### src/rtl/booth_multiplier_seq.sv
// Sequential radix-4 Booth multiplier, two multiplier bits retired per clock.
// Operands are extended by two bits so unsigned mode reuses the signed datapath.
module booth_multiplier_seq #(
    parameter int WIDTH = 8
) (
    input  logic               clk,
    input  logic               rst,
    input  logic               start,
    input  logic               signed_mode,
    input  logic [WIDTH-1:0]   A,
    input  logic [WIDTH-1:0]   B,
    output logic               busy,
    output logic               done,
    output logic [2*WIDTH-1:0] result
);

    localparam int ITER = WIDTH / 2 + 1;
    localparam int EW   = WIDTH + 2;
    localparam int AW   = 2 * WIDTH + 4;
    localparam int CW   = $clog2(ITER + 1);

    typedef enum logic {
        IDLE,
        RUN
    } state_t;

    state_t             state_q;
    logic [AW-1:0]      acc_q;
    logic [AW-1:0]      m_q;
    logic [EW:0]        b_q;
    logic [CW-1:0]      cnt_q;
    logic               busy_q;
    logic               done_q;
    logic [2*WIDTH-1:0] result_q;

    logic [EW-1:0]      a_ext_d;
    logic [EW-1:0]      b_ext_d;
    logic [AW-1:0]      pp_d;
    logic [AW-1:0]      acc_d;
    logic               last_d;

    always_comb begin
        a_ext_d = {{2{signed_mode & A[WIDTH-1]}}, A};
        b_ext_d = {{2{signed_mode & B[WIDTH-1]}}, B};
    end

    // m_q is pre-shifted by 4^i, so the triplet in b_q[2:0] selects the digit
    always_comb begin
        pp_d = '0;
        unique case (b_q[2:0])
            3'b001, 3'b010: pp_d = m_q;
            3'b011:         pp_d = m_q << 1;
            3'b100:         pp_d = -(m_q << 1);
            3'b101, 3'b110: pp_d = -m_q;
            default:        pp_d = '0;
        endcase
        acc_d  = acc_q + pp_d;
        last_d = (cnt_q == CW'(ITER - 1));
    end

    always_ff @(posedge clk) begin
        if (rst) begin
            state_q  <= IDLE;
            acc_q    <= '0;
            m_q      <= '0;
            b_q      <= '0;
            cnt_q    <= '0;
            busy_q   <= 1'b0;
            done_q   <= 1'b0;
            result_q <= '0;
        end else begin
            done_q <= 1'b0;
            unique case (state_q)
                IDLE: begin
                    if (start) begin
                        m_q     <= {{(AW-EW){a_ext_d[EW-1]}}, a_ext_d};
                        b_q     <= {b_ext_d, 1'b0};
                        acc_q   <= '0;
                        cnt_q   <= '0;
                        busy_q  <= 1'b1;
                        state_q <= RUN;
                    end
                end
                RUN: begin
                    acc_q <= acc_d;
                    m_q   <= m_q << 2;
                    b_q   <= {b_q[EW], b_q[EW], b_q[EW:2]};
                    cnt_q <= cnt_q + CW'(1);
                    if (last_d) begin
                        result_q <= acc_d[2*WIDTH-1:0];
                        done_q   <= 1'b1;
                        busy_q   <= 1'b0;
                        state_q  <= IDLE;
                    end
                end
                default: state_q <= IDLE;
            endcase
        end
    end

    assign busy   = busy_q;
    assign done   = done_q;
    assign result = result_q;

endmodule

### config.mk
export PLATFORM = sky130hd
export DESIGN_NAME = booth_multiplier_seq
export DESIGN_NICKNAME = d
export VERILOG_FILES = /design/src/rtl/booth_multiplier_seq.sv
export SDC_FILE = /design/constraint.sdc
export NUM_CORES = 1
export LEC_CHECK = 0
export CORE_MARGIN = 10
export CORE_UTILIZATION = 58
export CTS_CLUSTER_SIZE = 14
export DETAILED_ROUTE_END_ITERATION = 16
export GPL_ROUTABILITY_DRIVEN = 0
export HOLD_SLACK_MARGIN = 0.08
export PLACE_DENSITY = 0.8
export SYNTH_ARGS = -nofsm -noshare
export SYNTH_HDL_FRONTEND = slang
export SYNTH_SLANG_ARGS = --single-unit
### constraint.sdc
create_clock -name clk -period 4.45 [get_ports clk]
set_clock_uncertainty 0.05 [all_clocks]
set_input_delay 0.89 -clock clk [delete_from_list [all_inputs] [get_ports clk]]
set_output_delay 0.89 -clock clk [all_outputs]
set_load 0.05 [all_outputs]
==> reports/results.tsv <==
stage	metric	value	unit
run_status	status	finished, final reports clean	
synth	yosys-mux-area-fraction	0.0479	
synth	avgSynthCellArea	7.95	um2
synth	synth_compound_area_frac	0.252	
floorplan	coreArea	6870	um2
clock_tree	cts-htree-levels	3	
critical_path	r2r_end	acc_q[15]	
synth	synth_top_family_by_area	compound AO/OA/AOI/OAI gates	
pwr	power.static_leakage	1.93	nW
timing	hold_ws	0.417	ns
floorplan	start_util	0.600	
critical_path	crit_required	4.69	ns
critical_path	rrSetupSlack	0.48	ns
global_route	track_usage	0.188	
layout	area_growth	12.7	%
floorplan	die_area	10900	um2
placed_design	place_inst	618	
synth	synthAdderAreaFrac	0.0595	
synth	ys_ff_latch	65	
placed_design	numPortBuffers	37	
clock_tree	cts_root_buffer	clkbuf_8	
synth	synth_edf_count	0	
layout	num_antenna_cells	0	
floorplan	die_h	104	um
timing	worst_slew_pin_slew	0.908	ns
timing	setup_viol	0	
synth	yosys_warnings	0	
floorplan	rows	30	
critical_path	crit_path_end_kind	flop	
synth	async_flop_share	0	
route	firstDrtPassIters	5	
clock_tree	cts_tree	yes	
synth	yosysMostFrequentCell	nor2_1	
timing	min_period_over_period	0.892	
layout	layout-drive-gt1-share	0.0653	
layout	fin_cells	632	
min_path	hold-path-cell-count	1	
timing	fin_tns_setup	0	ns
floorplan	die_x	104	um
clock_tree	post_cts_resize_count	0	
synth	synth_ff_type	dfxtp_1	
timing	final-hold-violation-count	0	
synth	yosys.area.top_type_share	0.316	
synth	yosys-top-cells-area	dfxtp_1, a21oi_1, nor2_1	
layout	seqCellArea	1300	um2
critical_path	path_max_fanout	6	
synth	postSynthCellCount	519	
min_path	hold-path-endpoint	busy	
route	vias_per_cell	6.11	
min_path	hold_path.startpoint	busy	
pwr	peakVddDrop	0.205	mV
clock_tree	clkTransAtPathRegs	0.07	ns
critical_path	r2r-start	m_q[0]	
synth	netlist_area	4120	um2
layout	utilization	0.677	
critical_path	crit_type	flop to flop	
global_route	grt_start_max_net_pins	59	
synth	synth_fp_nets	558	
timing	fin_crit	3.97	ns
critical_path	reg2reg_depth	17	
pwr	power_density	288	nW/um2
timing	max_slew_margin	0.394	
clock_tree	clock_latency	0.35	ns
route	initialDrtViolationCount	341	
route	post_drt_wl_per_cell	16.8	um
clock_tree	hold_buffers	0	
route	via_count	3860	
critical_path	worstPathArrival	4.21	ns
clock_tree	cts_made_buffers	9	
synth	yosysTopAreaCell	dfxtp_1	
layout	multi_input_area	2580	um2
layout	final_nets	572	
global_route	grt_antenna_before_repair	0	
clock_tree	cts_sinks	65	
clock_tree	cts_setup_buffers	0	
global_route	grt_first_pass_wirelength	17500	um
global_route	grt_pass1_vias	3650	
floorplan	ios	38	
route	antenna_left	0	
route	wl	10600	um
synth	synth_cell_types	63	
clock_tree	clk_path_buf_depth	2	
timing	fmax	0.252	GHz
global_route	overflow	0	
critical_path	crit_path_start_kind	flop	
synth	synth-simple-area-share	0.204	
min_path	hold_class	flop to flop	
synth	synth-seq-area-share	0.316	
layout	fill_cells	561	
run	maxCapViolations	0	
timing	slew_violations	0	
timing	rsz0062_at_grt	no	
synth	synth_common_cells	nor2_1, dfxtp_1, a21oi_1, nand2_1	
route	drc_errors	0	
placed_design	dp_hpwl	7390	um
synth	synth_xor_area_frac	0.0634	
cells in the final DEF (no fill, tap or decap), drive strengths merged, types with 17 or more instances in the layout:
master,n
o21ai,30
and3,20
ha,18
a21oi,60
nand2,37
nor2,68
dfxtp,65
inv,17
clkdlybuf4s50,37
metrics by stage:
stage	cell area, um2	total power (W)	worst slack, ns
after floorplan	4120	0.000856	0.930
after global placement	4500	0.000917	0.681
final	4650	0.00134	0.479
after global routing	4650	0.00140	0.0943
after CTS	4650	0.00134	0.523
after detailed placement	4500	0.000927	0.553
logic make-up after synthesis:
kind of cell / count (synthesis)
xor gates and xnor gates: 29
DFF: 65
buffers and inverters: 59
muxes: 19
adders and majority gates: 19
AOI/OAI and AO/OA: 158
and+or+nand+nor: 170
how the worst max path moves through the flow:
stage                     depth (start not counted)  slack, ns    from        end
after floorplan                                  17       0.93  m_q[0]  acc_q[15]
after global placement                           17       0.68  m_q[0]  acc_q[15]
after detailed placement                         17       0.55  m_q[0]  acc_q[15]
after CTS                                        17       0.52  m_q[0]  acc_q[15]
after global routing                             17       0.09  m_q[0]  acc_q[15]
final                                            17       0.48  m_q[0]  acc_q[15]
worst max-delay path: stages (launching register included):
cell and delay, ns:
dfxtp_1 0.37, inv_1 0.12, ha_1 0.20, nor3b_4 0.33
nand3_1 0.18, or3_1 0.38, xnor2_1 0.16, a211oi_1 0.10
a311oi_1 0.34, nor2_1 0.08, ha_1 0.32, a21oi_1 0.15
o21ai_0 0.13, a21oi_1 0.16, o21ai_0 0.11, xor2_1 0.30
mux2_4 0.34, a21oi_2 0.10
layer usage:
layer | up-vias | wire length [um] | track usage
met3 | 20 | 704 | 0.0496
li1 | 1882 | - | -
met2 | 150 | 5010 | 0.306
met5 | - | 0 | 0
met1 | 1808 | 4660 | 0.230
met4 | 0 | 221 | 0.0755
flip-flops by register name, summed over array words and instances (netlist names):
register  flops
result       16
busy          1
cnt_q         3
state_q       1
m_q          16
acc_q        16
done          1
b_q          11
area by class of cell:
class / count / share of cell area
repair buffers: 44 / 0.0910
inverters: 18 / 0.0145
multi-input cells: 395 / 0.556
clock inverters: 4 / 0.00485
well taps: 96 / 0.0258
clock buffers: 10 / 0.0275
flip-flops and latches: 65 / 0.280
power by group:
group	internal, W	switching, W	leakage, nW	total (W)
registers	0.000603	0.0000324	0.529	0.000636
logic	0.000117	0.000167	1.33	0.000284
clock network	0.000193	0.000224	0.0778	0.000417
total	0.000913	0.000423	1.93	0.00134
No activity file was read; power rests on OpenSTA's default activity.
